## config.mk

```make
export PLATFORM = sky130hd
export DESIGN_NAME = fixed_to_fp_pipe
export DESIGN_NICKNAME = d
export VERILOG_FILES = /design/src/rtl/fixed_fp_pkg.sv /design/src/rtl/lzc.sv /design/src/rtl/fixed_to_fp_pipe.sv
export SDC_FILE = /design/constraint.sdc
export NUM_CORES = 1
export LEC_CHECK = 0
export ABC_AREA = 1
export CAP_MARGIN = 20
export CORE_ASPECT_RATIO = 0.75
export CORE_UTILIZATION = 60
export CTS_CLUSTER_DIAMETER = 120
export CTS_CLUSTER_SIZE = 28
export DETAILED_ROUTE_END_ITERATION = 10
export PLACE_DENSITY = 0.9
export SETUP_SLACK_MARGIN = 0.3
export SYNTH_ARGS = -nofsm -noshare
export SYNTH_HDL_FRONTEND = slang
export SYNTH_HIERARCHICAL = 1
export SYNTH_SLANG_ARGS = --single-unit
```

## constraint.sdc

```tcl
create_clock -name clk -period 3.2 [get_ports clk]
set_input_delay 0.64 -clock clk [delete_from_list [all_inputs] [get_ports clk]]
set_output_delay 0.64 -clock clk [all_outputs]
set_load 0.01 [all_outputs]
```

## src/rtl/fixed_fp_pkg.sv

```systemverilog
// Shared constants and stage payload for the fixed-point to binary32 converter.
package fixed_fp_pkg;

  localparam int unsigned FP32_BIAS  = 127;
  localparam int unsigned FP32_MAN_W = 23;
  localparam int unsigned FP32_EXP_W = 8;

  // Magnitude is left-aligned into a fixed 32-bit field so the payload is parameter-independent
  localparam int unsigned NORM_W = 32;
  localparam int unsigned LZC_W  = 6;

  typedef struct packed {
    logic              sign;
    logic [LZC_W-1:0]  lzc;
    logic [NORM_W-1:0] mag;
    logic              valid;
  } stage_t;

endpackage

```

## src/rtl/lzc.sv

```systemverilog
// Leading-zero counter with all-zero flag; count equals W when the input is zero.
module lzc #(
  parameter int unsigned W     = 32,
  parameter int unsigned CNT_W = $clog2(W + 1)
) (
  input  logic [W-1:0]     data_i,
  output logic [CNT_W-1:0] cnt_o,
  output logic             zero_o
);

  // Scan upward so the highest set bit determines the count
  always_comb begin
    cnt_o = CNT_W'(W);
    for (int unsigned i = 0; i < W; i++) begin
      if (data_i[i]) cnt_o = CNT_W'(W - 1 - i);
    end
  end

  assign zero_o = ~|data_i;

endmodule

```

## src/rtl/fixed_to_fp_pipe.sv

```systemverilog
// Three-stage fixed-point to IEEE-754 binary32 converter with valid/ready flow control.
// Define FIXED_TO_FP_RNE_EN for round-to-nearest-even; default build truncates toward zero.
module fixed_to_fp_pipe
  import fixed_fp_pkg::*;
#(
  parameter int unsigned IN_W   = 18,
  parameter int unsigned FRAC_W = 16
) (
  input  logic            clk,
  input  logic            rst,
  input  logic            in_valid,
  output logic            in_ready,
  input  logic [IN_W-1:0] in_data,
  input  logic            in_signed,
  output logic            out_valid,
  input  logic            out_ready,
  output logic [31:0]     out_data,
  output logic            out_inexact
);

  // Biased exponent when the magnitude's top bit (IN_W-1) is the leading one
  localparam int unsigned EXP_TOP = FP32_BIAS + IN_W - 1 - FRAC_W;
  localparam int unsigned MAN_HI  = NORM_W - 2;
  localparam int unsigned G_IDX   = NORM_W - 2 - FP32_MAN_W;

  logic stall_c;

  logic            s1_valid_q, s1_sign_q, s1_sign_d;
  logic [IN_W-1:0] s1_mag_q, s1_mag_d;

  logic [NORM_W-1:0] mag_ext;
  logic [LZC_W-1:0]  lzc_cnt;
  logic              lzc_zero;
  stage_t            s2_q, s2_d;

  logic [FP32_MAN_W-1:0] man_d;
  logic [FP32_EXP_W-1:0] exp_d;
  logic                  inexact_d;
  logic [31:0]           data_d;

  logic        out_valid_q;
  logic [31:0] out_data_q;
  logic        out_inexact_q;

  assign stall_c     = out_valid_q & ~out_ready;
  assign in_ready    = ~stall_c;
  assign out_valid   = out_valid_q;
  assign out_data    = out_data_q;
  assign out_inexact = out_inexact_q;

  // S1: sign extraction and IN_W-bit unsigned magnitude
  always_comb begin
    s1_sign_d = in_signed & in_data[IN_W-1];
    s1_mag_d  = s1_sign_d ? IN_W'(~in_data + 1'b1) : in_data;
  end

  // S1 register
  always_ff @(posedge clk) begin
    if (rst) begin
      s1_valid_q <= 1'b0;
      s1_sign_q  <= 1'b0;
      s1_mag_q   <= '0;
    end else if (!stall_c) begin
      s1_valid_q <= in_valid;
      s1_sign_q  <= s1_sign_d;
      s1_mag_q   <= s1_mag_d;
    end
  end

  assign mag_ext = NORM_W'(s1_mag_q) << (NORM_W - IN_W);

  lzc #(.W(NORM_W), .CNT_W(LZC_W)) u_lzc (
    .data_i (mag_ext),
    .cnt_o  (lzc_cnt),
    .zero_o (lzc_zero)
  );

  // S2: left-normalise so the leading one lands in the top bit
  always_comb begin
    s2_d       = '0;
    s2_d.sign  = s1_sign_q & ~lzc_zero;
    s2_d.lzc   = lzc_cnt;
    s2_d.mag   = mag_ext << lzc_cnt;
    s2_d.valid = s1_valid_q;
  end

  // S2 register
  always_ff @(posedge clk) begin
    if (rst) begin
      s2_q <= '0;
    end else if (!stall_c) begin
      s2_q <= s2_d;
    end
  end

  // S3: rounding, exponent adjustment and packing
  always_comb begin
    man_d     = s2_q.mag[MAN_HI -: FP32_MAN_W];
    exp_d     = FP32_EXP_W'(EXP_TOP) - FP32_EXP_W'(s2_q.lzc);
    inexact_d = |s2_q.mag[G_IDX:0];
`ifdef FIXED_TO_FP_RNE_EN
    begin
      logic                round_up;
      logic [FP32_MAN_W:0] man_sum;
      round_up = s2_q.mag[G_IDX] &
                 (s2_q.mag[G_IDX-1] | (|s2_q.mag[G_IDX-2:0]) | s2_q.mag[G_IDX+1]);
      man_sum  = {1'b0, man_d} + (FP32_MAN_W + 1)'(round_up);
      // Carry out of the mantissa leaves it zero and bumps the exponent
      man_d    = man_sum[FP32_MAN_W-1:0];
      exp_d    = exp_d + FP32_EXP_W'(man_sum[FP32_MAN_W]);
    end
`endif
    data_d = s2_q.mag[NORM_W-1] ? {s2_q.sign, exp_d, man_d} : 32'h0000_0000;
    if (!s2_q.mag[NORM_W-1]) inexact_d = 1'b0;
  end

  // S3 output register
  always_ff @(posedge clk) begin
    if (rst) begin
      out_valid_q   <= 1'b0;
      out_data_q    <= '0;
      out_inexact_q <= 1'b0;
    end else if (!stall_c) begin
      out_valid_q   <= s2_q.valid;
      out_data_q    <= data_d;
      out_inexact_q <= inexact_d;
    end
  end

endmodule

```

Yosys cells after proc, flatten, opt, wreduce, memory -nomap -nowiden
Cells that the tools add are included.

Bits in registers: 94. Output and inout bits: 35.

$add $sub $neg: 2. Shift operators: 1. Muxes and demuxes: 21. Bitwise gates (word level): 6. Reductions and logical operators: 2.

Operator list (number): $mux 6 (18); $mux 32 (1); $shl 32x6->32 (1); $add 18x1->18 const B (1); $mux 18 (1); $not 18->18 (1); $reduce_or 18->1 (1); $reduce_or 8->1 (1); $sub 8x6->8 const A (1); $and 1x1->1 (3); $not 1->1 (2); $mux 1 (1).

Longest topological paths before layout
Gate-level depths: netlist of run 1.

Depth in word-level cells: 19. Gate-level depth with buffers: 42.

By module
The synthesis of run 1 kept the hierarchy.

Modules (own cells, without submodules): fixed_to_fp_pipe (instances 1, cells each 576, area an instance 3878.7 um^2, seq. area each 1461.4 um^2); lzc (instances 1, cells each 110, area an instance 481.7 um^2, seq. area each 0.0 um^2).

Worst setup path before layout of run 1
OpenSTA, ideal clock, no wires.

Path kind: register -> register. From: reg s1_mag_q[0]. To: reg s2_q[32] (netlist bit). Setup time: 0.131 ns. Data arrival time: 2.024 ns. Required time: 3.069 ns. Slack: 1.046 ns. Stages on the path, launching flop included: 30. Path buffers: 2. Path through: dfxtp_1 inv_1 nand2_1 nand2_1 nand2_1 nand2_1 nand2_1 nand2_1 nand2_1 nand2_1 nand2_1 nand2_1 nand2_1 nand2_1 nand2_1 nand2_1 nand2_1 nand2_1 a21oi_2 buf_6 inv_8 buf_8 nand2_2 nand3_2 nand3_1 nand3_1 nand2_1 nand2_1 nand2_1 a21oi_2.

Word-level cells in the longest chain between the ends: 19.

RTL lines: from (decl) (RTL line fixed_to_fp_pipe.sv:29) `logic [IN_W-1:0] s1_mag_q, s1_mag_d;`; from (signal assigned) (RTL line fixed_to_fp_pipe.sv:66) `s1_mag_q <= s1_mag_d;`; $mux 6 (18 in a row) (RTL line lzc.sv:15) `if (data_i[i]) cnt_o = CNT_W'(W - 1 - i);`; via lzc_cnt[0] (RTL line fixed_to_fp_pipe.sv:32) `logic [LZC_W-1:0] lzc_cnt;`; $shl 32x6->32 (RTL line fixed_to_fp_pipe.sv:83) `s2_d.mag = mag_ext << lzc_cnt;`; to (signal assigned) (RTL line fixed_to_fp_pipe.sv:90) `s2_q <= '0;`; to (signal assigned) (RTL line fixed_to_fp_pipe.sv:92) `s2_q <= s2_d;`; to (decl) (RTL line fixed_to_fp_pipe.sv:34) `stage_t s2_q, s2_d;`.

The timed path passes the listed nets, and every way through them passes these cells. A chain may end at the register's enable or synchronous reset.

Final worst setup path of run 1
Same ends and word-level chain as after synthesis.

==> results of run 1 <==
## registers in the layout, indices dropped and copies added, names as in the netlist
signal and cells:
s1_valid_q 1, s1_sign_q 1, s1_mag_q 18, s2_q 9, man_d 17, out_data 26
out_valid 1
## worst min-delay path, delay by kind of cell (launching register included)
family	cells	cell delay, ns
buffers and inverters	1	0.06
DFF	1	0.30
AOI/OAI and AO/OA	1	0.06
## per-stage QoR
stage | total power, mW | setup slack (ns)
2_1_floorplan | 1.649 | 1.046
3_3_place_gp | 1.793 | 0.7331
3_5_place_dp | 1.819 | 0.6807
4_1_cts | 2.690 | 0.6261
5_1_grt | 2.860 | 0.3240
6_report | 2.707 | 0.6499
## cell type report
cell class                      instances  area share (%)
Clock buffer                           10           2.451
Clock inverter                          6           2.162
Inverter                               78           6.343
Multi-Input combinational cell        534           48.01
Sequential cell                        73           28.06
Tap cell                               98           2.355
Timing Repair Buffer                   57           10.62
## layout by cell type (no fill, tap or decap), types with 2 or more instances in the layout
master	count
o21ai_2	3
nand4_1	3
inv_1	67
bufinv_16	3
nor2_2	2
nand3_1	71
clkbuf_8	9
clkdlybuf4s50_1	50
bufinv_8	2
nor3_1	4
nor2_4	4
buf_4	7
o211ai_1	3
o221ai_1	2
ha_1	2
nor4_1	4
o21ai_1	2
a31oi_1	3
or2_2	2
inv_6	2
a22oi_1	5
inv_2	7
conb_1	38
a21oi_2	2
nor2_1	47
nand3b_1	2
xor2_1	4
dfxtp_1	73
a21oi_1	55
o21ai_0	33
o31ai_1	2
nand2_1	220
o21bai_1	2
nand3_2	4
nand2_2	3
## final timing paths
kind,endpoint,slack [ns],cells past startpoint
hold / removal,s2_q[0]$_SDFFE_PP0N_,0.46,2
setup reg to reg,s2_q[32]$_SDFFE_PP0N_,0.65,27
hold reg to reg,s2_q[0]$_SDFFE_PP0N_,0.46,2
setup / recovery,s2_q[32]$_SDFFE_PP0N_,0.65,27
## metal layers
layer / track usage [%] / vias to the layer above
met1: 38.19 / 2108
met2: 54.19 / 185
met5: 0 / -
met3: 6.514 / 31
li1: - / 2301
met4: 10.14 / 0
## repair_timing
action / 4_1_cts / 5_1_grt
hold buffers: 0 / 0
resized for setup: 0 / 1
endpoints found under the setup margin: 0 / 2
## power groups by stage
stage	combinational (mW)	clock (mW)	sequential (mW)
final	0.766	0.877	1.06
after global routing	0.867	0.921	1.07
after floorplan	0.579	0	1.07
after CTS	0.748	0.881	1.06
after detailed placement	0.738	0	1.08
after global placement	0.716	0	1.08
## Yosys cell counts (all sizes together) (3+ instances only)
cell / instances / area [µm²]
nand2: 224 / 855.8
inv: 76 / 295.3
nand3: 75 / 395.4
dfxtp: 73 / 1461
a21oi: 58 / 301.5
nor2: 53 / 234.0
o21ai: 38 / 201.5
buf: 22 / 160.1
clkbuf: 16 / 60.06
a22oi: 5 / 37.54
nor3: 4 / 20.02
nor4: 4 / 25.02
o211ai: 4 / 35.03
or2: 4 / 25.03
xor2: 4 / 35.03
a31oi: 3 / 18.77
nand4: 3 / 18.77
## cell families after synthesis
| group | count (synthesis) | synth area share [%] |
|---|---|---|
| other | 1 | 0.08600 |
| DFF | 73 | 33.52 |
| buffers and inverters | 116 | 12.63 |
| xor gates and xnor gates | 5 | 1.004 |
| and+or+nand+nor | 370 | 36.59 |
| adders and majority gates | 2 | 0.5738 |
| AOI/OAI and AO/OA | 119 | 15.61 |
==> report_table.html, run 1 <==
<table>
<tr><th>Metric</th><th>Value</th></tr>
<tr><th colspan="2">STA</th></tr>
<tr><td>Time the worst path needs with I/O delays and setup</td><td>2.550 ns</td></tr>
<tr><td>Final cycle utilization of the critical path</td><td>79.69%</td></tr>
<tr><td>Final hold vios</td><td>0</td></tr>
<tr><td>Count of final setup violators</td><td>0</td></tr>
<tr><td>Headroom to the max-slew limit</td><td>44.34%</td></tr>
<tr><td>Hold Worst Slack</td><td>0.4648 ns</td></tr>
<tr><td>Setup TNS</td><td>0 ns</td></tr>
<tr><td>Largest clock skew in the final design</td><td>0.01012 ns</td></tr>
<tr><td>Upper clock frequency limit</td><td>392.1 MHz</td></tr>
<tr><td>Slew at the pin closest to its max-slew limit</td><td>0.8339 ns</td></tr>
<tr><td>Setup repair after global routing missed its margin</td><td>false</td></tr>
<tr><td>Number of max-slew violations in the final report</td><td>0</td></tr>
<tr><th colspan="2">Critical path</th></tr>
<tr><td>Start-to-end type of the worst setup path</td><td>register to register</td></tr>
<tr><td>Largest fanout of any net on the critical path</td><td>18</td></tr>
<tr><td>Critical Path Start</td><td>s1_mag_q[0]$_SDFFE_PP0N_</td></tr>
<tr><td>Critical path data arrival time</td><td>2.84 ns</td></tr>
<tr><td>Critical path's most frequent cell</td><td>nand2_1</td></tr>
<tr><td>Number of buffers and inverters on the critical path</td><td>2</td></tr>
<tr><td>Reg-to-reg critical path startpoint</td><td>s1_mag_q[0]$_SDFFE_PP0N_</td></tr>
<tr><td>Kind of end point of the critical path</td><td>register</td></tr>
<tr><td>Crit start category</td><td>register</td></tr>
<tr><td>Slowest cell on the critical path</td><td>dfxtp_1</td></tr>
<tr><td>Critical path's largest stage delay</td><td>between 0.3 and 0.4 ns</td></tr>
<tr><td>Crit path max-delay family</td><td>simple AND/OR/NAND/NOR gates</td></tr>
<tr><td>Endpoint required time on the critical path</td><td>3.49 ns</td></tr>
<tr><th colspan="2">Power and ir drop</th></tr>
<tr><td>Switching part of the total</td><td>33.43%</td></tr>
<tr><td>Fraction of power consumed by sequential logic</td><td>39.3%</td></tr>
<tr><td>Reported leakage power</td><td>2.371 nW</td></tr>
<tr><td>Power per unit of standard cell area</td><td>519.8 nW/µm²</td></tr>
<tr><td>Switching power</td><td>0.9050 mW</td></tr>
<tr><td>Portion of total power attributed to the clock network</td><td>about 32%</td></tr>
<tr><td>Worst IR drop on VDD</td><td>0.3221 mV</td></tr>
<tr><td>Internal power</td><td>about 1.8 mW</td></tr>
<tr><td>Relative contribution of combinational cells to total power</td><td>roughly 28%</td></tr>
<tr><th colspan="2">Yosys</th></tr>
<tr><td>Yosys synthesis warning count</td><td>6</td></tr>
<tr><td>Count of flip-flops with a built-in enable after synthesis</td><td>0</td></tr>
<tr><td>Number of unique standard cell types used by synthesis</td><td>48</td></tr>
<tr><td>Synthesis-stage register bit count</td><td>73</td></tr>
<tr><td>Top flip-flop cell by instance count after synthesis</td><td>dfxtp_1</td></tr>
<tr><td>Mapped cell area</td><td>4360 µm²</td></tr>
<tr><td>Synth Area per Inst</td><td>6.356 µm²</td></tr>
<tr><td>Number of cells produced by synthesis</td><td>between 600 and 700</td></tr>
<tr><td>Sequential share of the synthesized area</td><td>between 30% and 40%</td></tr>
<tr><td>Post-synthesis async set-or-reset flop share</td><td>0%</td></tr>
<tr><th colspan="2">Clock network</th></tr>
<tr><td>Number of sinks driven by the clock tree</td><td>73</td></tr>
<tr><td>Clock network latency to the later pin of the worst-skew pair</td><td>0.35 ns</td></tr>
<tr><td>Total clock buffers created by CTS</td><td>9</td></tr>
<tr><td>Cell at the root of the clock tree</td><td>clkbuf_8</td></tr>
<tr><td>Number of buffers on the longest clock path</td><td>2</td></tr>
<tr><td>Clock slew at reported path FFs</td><td>~0.080 ns</td></tr>
<tr><td>Clock tree from TritonCTS</td><td>yes</td></tr>
<tr><td>Number of H-tree branching levels</td><td>3</td></tr>
<tr><td>Post-CTS Setup Repair Bufs</td><td>0</td></tr>
<tr><th colspan="2">Cells and area</th></tr>
<tr><td>Post-layout nets</td><td>778</td></tr>
<tr><td>Diodes inserted</td><td>0</td></tr>
<tr><td>Layout overhead on the synthesized area</td><td>19.43%</td></tr>
<tr><td>Core occupancy in the finished layout</td><td>75.15%</td></tr>
<tr><td>Layout Cell Area excl Fill</td><td>~5200 µm²</td></tr>
<tr><td>Fraction of final layout cells with drive strength greater than 1</td><td>7.520%</td></tr>
<tr><td>Post-Layout Cell Count</td><td>856</td></tr>
<tr><td>Filler Cell Count</td><td>621</td></tr>
<tr><td>Area used by multi-input combinational logic</td><td>2500 µm²</td></tr>
<tr><td>Seq. cell area</td><td>1461 µm²</td></tr>
<tr><th colspan="2">Floorplan</th></tr>
<tr><td>Core Region</td><td>6929 µm²</td></tr>
<tr><td>Die area</td><td>7616 µm²</td></tr>
<tr><td>Die X-Extent</td><td>100.4 µm</td></tr>
<tr><td>Die height</td><td>about 76 µm</td></tr>
<tr><td>Core Rows</td><td>26</td></tr>
<tr><td>Initial Util</td><td>between 60% and 70%</td></tr>
<tr><td>Top-level I/O count</td><td>58</td></tr>
<tr><th colspan="2">Status</th></tr>
<tr><td>Status</td><td>finished clean</td></tr>
<tr><th colspan="2">Min path</th></tr>
<tr><td>Worst min-delay path class</td><td>register to register</td></tr>
<tr><td>Beginning of the worst hold path</td><td>s2_q[0]$_SDFFE_PP0N_</td></tr>
<tr><th colspan="2">Global routing</th></tr>
<tr><td>Maximum number of pins on one net before global-route repair</td><td>62</td></tr>
<tr><td>Global route overflow</td><td>0</td></tr>
<tr><td>GRT Overall Usage</td><td>a little under a third</td></tr>
<tr><td>Wire length of the first global-routing pass</td><td>~19 mm</td></tr>
<tr><td>Antenna violations before repair</td><td>0</td></tr>
<tr><td>Via count of the first global-routing pass</td><td>4257</td></tr>
<tr><th colspan="2">Job</th></tr>
<tr><td># Max-Cap Violations</td><td>0</td></tr>
<tr><th colspan="2">Detailed routing</th></tr>
<tr><td>Total iterations of the first detailed-routing run</td><td>5</td></tr>
<tr><td>Routed wire length</td><td>10.97 mm</td></tr>
<tr><td>Post-route DRC</td><td>0</td></tr>
<tr><td>Mean routed wirelength per cell</td><td>12.81 µm</td></tr>
<tr><td>Highest routing layer actually used</td><td>met4</td></tr>
<tr><td>Final ANT Viol Nets</td><td>0</td></tr>
<tr><td>Met2 wire length</td><td>around 5.2 mm</td></tr>
<tr><td>Number of vias per cell after detailed routing</td><td>5.403</td></tr>
<tr><td>Met3 routed WL</td><td>between 700 and 800 µm</td></tr>
<tr><td>Met1 layer wirelength in the final routing</td><td>4.799 mm</td></tr>
<tr><td>Number of DRC markers in iteration 0</td><td>315</td></tr>
<tr><td>Via Count</td><td>4625</td></tr>
<tr><th colspan="2">Placed design</th></tr>
<tr><td>Placer's final routability congestion estimate</td><td>0.9236</td></tr>
<tr><td>Half-perimeter wire length after placement</td><td>7.715 mm</td></tr>
<tr><td>Cell count after placement</td><td>840</td></tr>
<tr><td>Port bufs</td><td>50</td></tr>
<tr><td>Total cell area at the placement stage</td><td>4960 µm²</td></tr>
</table>
No activity file was read; power rests on OpenSTA's default activity.
==> run 2: changes to the inputs <==
--- a/config.mk
+++ b/config.mk
@@ -8,11 +8,11 @@
 export ABC_AREA = 1
 export CAP_MARGIN = 20
 export CORE_ASPECT_RATIO = 0.75
-export CORE_UTILIZATION = 60
+export CORE_UTILIZATION = 50
 export CTS_CLUSTER_DIAMETER = 120
 export CTS_CLUSTER_SIZE = 28
 export DETAILED_ROUTE_END_ITERATION = 10
-export PLACE_DENSITY = 0.9
+export PLACE_DENSITY = 0.8
 export SETUP_SLACK_MARGIN = 0.3
 export SYNTH_ARGS = -nofsm -noshare
 export SYNTH_HDL_FRONTEND = slang
==> constraint.sdc (replaced) <==
create_clock -name clk -period 2.2 [get_ports clk]
set_input_delay 0.44 -clock clk [delete_from_list [all_inputs] [get_ports clk]]
set_output_delay 0.44 -clock clk [all_outputs]
set_load 0.01 [all_outputs]
==> report_table.html, run 2 (synthesis gave the netlist of run 1 again) <==
<table>
<tr><th>Metric</th><th>Value</th></tr>
<tr><th colspan="2">Critical path</th></tr>
<tr><td>Slowest cell on the critical path</td><td>dfxtp_2</td></tr>
<tr><td>Start-to-end type of the worst setup path</td><td>register to register</td></tr>
<tr><td>Crit path max-delay family</td><td>simple AND/OR/NAND/NOR gates</td></tr>
<tr><td>Critical Path Start</td><td>s1_mag_q[0]$_SDFFE_PP0N_</td></tr>
<tr><td>Endpoint required time on the critical path</td><td>2.44 ns</td></tr>
<tr><td>Depth of the worst register-to-register path</td><td>29</td></tr>
<tr><td>R2R Path End</td><td>man_d[21]$_SDFFE_PP0N_</td></tr>
<tr><td>CP Capture Point</td><td>man_d[21]$_SDFFE_PP0N_</td></tr>
<tr><td>Worst reg2reg setup slack</td><td>-0.13 ns</td></tr>
<tr><td>Critical path's largest stage delay</td><td>~0.33 ns</td></tr>
<tr><td>Critical path data arrival time</td><td>2.57 ns</td></tr>
<tr><td>Kind of end point of the critical path</td><td>register</td></tr>
<tr><td>Number of buffers and inverters on the critical path</td><td>4</td></tr>
<tr><td>Crit path depth</td><td>29</td></tr>
<tr><td>Critical path's most frequent cell</td><td>nand2_1</td></tr>
<tr><td>Largest fanout of any net on the critical path</td><td>17</td></tr>
<tr><td>Reg-to-reg critical path startpoint</td><td>s1_mag_q[0]$_SDFFE_PP0N_</td></tr>
<tr><td>Crit start category</td><td>register</td></tr>
<tr><th colspan="2">Job</th></tr>
<tr><td># Max-Cap Violations</td><td>0</td></tr>
<tr><th colspan="2">Cells and area</th></tr>
<tr><td>Post-layout nets</td><td>801</td></tr>
<tr><td>Diodes inserted</td><td>0</td></tr>
<tr><td>Fraction of final layout cells with drive strength greater than 1</td><td>12.80%</td></tr>
<tr><td>Most frequent standard cell in the layout excluding fill and tap cells</td><td>nand2_1</td></tr>
<tr><td>Commonest non-fill, non-tap cells in the layout</td><td>216 x nand2_1, 72 x dfxtp_1, 67 x inv_1</td></tr>
<tr><td>Layout overhead on the synthesized area</td><td>29.56%</td></tr>
<tr><td>Core occupancy in the finished layout</td><td>66.82%</td></tr>
<tr><td>Filler Cell Count</td><td>767</td></tr>
<tr><td>Number of flip-flops under the largest register name</td><td>26</td></tr>
<tr><th colspan="2">STA</th></tr>
<tr><td>Upper clock frequency limit</td><td>429.2 MHz</td></tr>
<tr><td>Setup TNS</td><td>-1.033 ns</td></tr>
<tr><td>Slew at the pin closest to its max-slew limit</td><td>0.5395 ns</td></tr>
<tr><td>Setup repair after global routing missed its margin</td><td>true</td></tr>
<tr><td>Setup slack after layout</td><td>-0.1297 ns</td></tr>
<tr><td>Headroom to the max-slew limit</td><td>between 60 and 70%</td></tr>
<tr><td>Hold Worst Slack</td><td>0.4602 ns</td></tr>
<tr><td>Final hold vios</td><td>0</td></tr>
<tr><td>Final cycle utilization of the critical path</td><td>105.9%</td></tr>
<tr><td>Largest clock skew in the final design</td><td>roughly 0.0046 ns</td></tr>
<tr><td>Time the worst path needs with I/O delays and setup</td><td>~2.3 ns</td></tr>
<tr><td>Number of max-slew violations in the final report</td><td>0</td></tr>
<tr><td>Count of final setup violators</td><td>13</td></tr>
<tr><th colspan="2">Power and ir drop</th></tr>
<tr><td>Power per unit of standard cell area</td><td>791.6 nW/µm²</td></tr>
<tr><td>Reported leakage power</td><td>2.569 nW</td></tr>
<tr><td>Final total power</td><td>4.472 mW</td></tr>
<tr><td>Worst IR drop on VDD</td><td>0.7522 mV</td></tr>
<tr><th colspan="2">Clock network</th></tr>
<tr><td>Clock tree from TritonCTS</td><td>yes</td></tr>
<tr><td>Clock network latency to the later pin of the worst-skew pair</td><td>0.34 ns</td></tr>
<tr><td>Total clock buffers created by CTS</td><td>9</td></tr>
<tr><td>Number of H-tree branching levels</td><td>3</td></tr>
<tr><td>Clock slew at reported path FFs</td><td>0.06 ns</td></tr>
<tr><td>Cell at the root of the clock tree</td><td>clkbuf_16</td></tr>
<tr><td>CTS hold repair buffers</td><td>0</td></tr>
<tr><td>Number of buffers on the longest clock path</td><td>2</td></tr>
<tr><td>Number of sinks driven by the clock tree</td><td>73</td></tr>
<tr><th colspan="2">Floorplan</th></tr>
<tr><td>Core Region</td><td>8454 µm²</td></tr>
<tr><td>Die X-Extent</td><td>~110 µm</td></tr>
<tr><td>Die height</td><td>about 83 µm</td></tr>
<tr><td>Core Rows</td><td>29</td></tr>
<tr><td>Top-level I/O count</td><td>58</td></tr>
<tr><td>Initial Util</td><td>approximately half</td></tr>
<tr><td>Die area</td><td>approximately 9100 µm²</td></tr>
<tr><th colspan="2">Global routing</th></tr>
<tr><td>Global route overflow</td><td>0</td></tr>
<tr><td>Wire length of the first global-routing pass</td><td>18.86 mm</td></tr>
<tr><td>Maximum number of pins on one net before global-route repair</td><td>53</td></tr>
<tr><td>Via count of the first global-routing pass</td><td>approximately 4200</td></tr>
<tr><td>GRT Overall Usage</td><td>26.11%</td></tr>
<tr><td>Antenna violations before repair</td><td>0</td></tr>
<tr><th colspan="2">Detailed routing</th></tr>
<tr><td>Number of DRC markers in iteration 0</td><td>270</td></tr>
<tr><td>Mean routed wirelength per cell</td><td>12.49 µm</td></tr>
<tr><td>Number of vias per cell after detailed routing</td><td>around 5.2</td></tr>
<tr><td>Routed wire length</td><td>roughly 11 mm</td></tr>
<tr><td>Final ANT Viol Nets</td><td>0</td></tr>
<tr><td>Post-route DRC</td><td>0</td></tr>
<tr><td>Total iterations of the first detailed-routing run</td><td>7</td></tr>
<tr><td>Via Count</td><td>4652</td></tr>
<tr><th colspan="2">Min path</th></tr>
<tr><td>Worst min-delay path class</td><td>register to register</td></tr>
<tr><th colspan="2">Placed design</th></tr>
<tr><td>Half-perimeter wire length after placement</td><td>a little over 8 mm</td></tr>
<tr><td>Port bufs</td><td>50</td></tr>
<tr><td>Placer's final routability congestion estimate</td><td>0.8948</td></tr>
<tr><th colspan="2">Status</th></tr>
<tr><td>Violated checks</td><td>setup timing</td></tr>
<tr><td>Status</td><td>finished, violations left</td></tr>
</table>
## run 2: layout make-up
cell class | instances | area [µm²] | share of cell area (%)
tap | 108 | 135.1 | 2.392
sequential | 73 | 1463 | 25.89
multi-input combinational | 534 | 2624 | 46.45
clock inverter | 6 | 115.1 | 2.038
timing repair buffer | 80 | 753.2 | 13.33
inverter | 78 | 330.3 | 5.847
clock buffer | 10 | 229.0 | 4.053
## run 2: timing repair
action	CTS	global route
gates cloned	0	0
setup endpoints to repair	20	22
pin swaps	9	4
gates resized for setup	16	14
buffers inserted	1	0
## run 2: report_power, final
part	total (mW)	switching, mW	internal (mW)
logic	1.26	0.756	0.503
clock network	1.67	0.561	1.11
registers	1.54	0.0867	1.45
total	4.47	1.40	3.07
## run 2: worst register-to-register path, delay by kind of cell, from the launching register on
| family | cells | cell delay (ns) |
|---|---|---|
| compound gates | 2 | 0.20 |
| buf+inv | 4 | 0.30 |
| flops | 1 | 0.33 |
| simple gates | 23 | 1.43 |
## run 2: worst min path at each step
| stage | start | endpoint | slack (ns) | cells past startpoint |
|---|---|---|---|---|
| 4_1_cts | out_data[28]$_SDFFE_PP0N_ | out_data[28]$_SDFFE_PP0N_ | 0.46 | 2 |
| 2_1_floorplan | s1_sign_q$_SDFFE_PP0N_ | s1_sign_q$_SDFFE_PP0N_ | 0.42 | 2 |
| 3_5_place_dp | out_data[28]$_SDFFE_PP0N_ | out_data[28]$_SDFFE_PP0N_ | 0.45 | 2 |
| 6_report | out_data[23]$_SDFFE_PP0N_ | out_data[23]$_SDFFE_PP0N_ | 0.46 | 2 |
| 5_1_grt | out_data[23]$_SDFFE_PP0N_ | out_data[23]$_SDFFE_PP0N_ | 0.47 | 2 |
| 3_3_place_gp | s2_q[0]$_SDFFE_PP0N_ | s2_q[0]$_SDFFE_PP0N_ | 0.44 | 2 |
## run 2: metrics by stage
stage                     instances  area, µm²  setup WS [ns]
after CTS                       889       5580       -0.07292
after global routing            889       5649        -0.3747
final                           889       5649        -0.1297
after floorplan                 723       4511        0.08154
after detailed placement        872       5174        -0.1028
after global placement          872       5174       -0.02934
## run 2: per-layer routing
metal | track usage (%) | vias up | wire length (µm)
li1 | - | 2344 | -
met1 | 35.63 | 2163 | 5251
met2 | 41.36 | 134 | 5129
met5 | 0 | - | 0
met4 | 5.576 | 0 | 114
met3 | 6.593 | 11 | 611
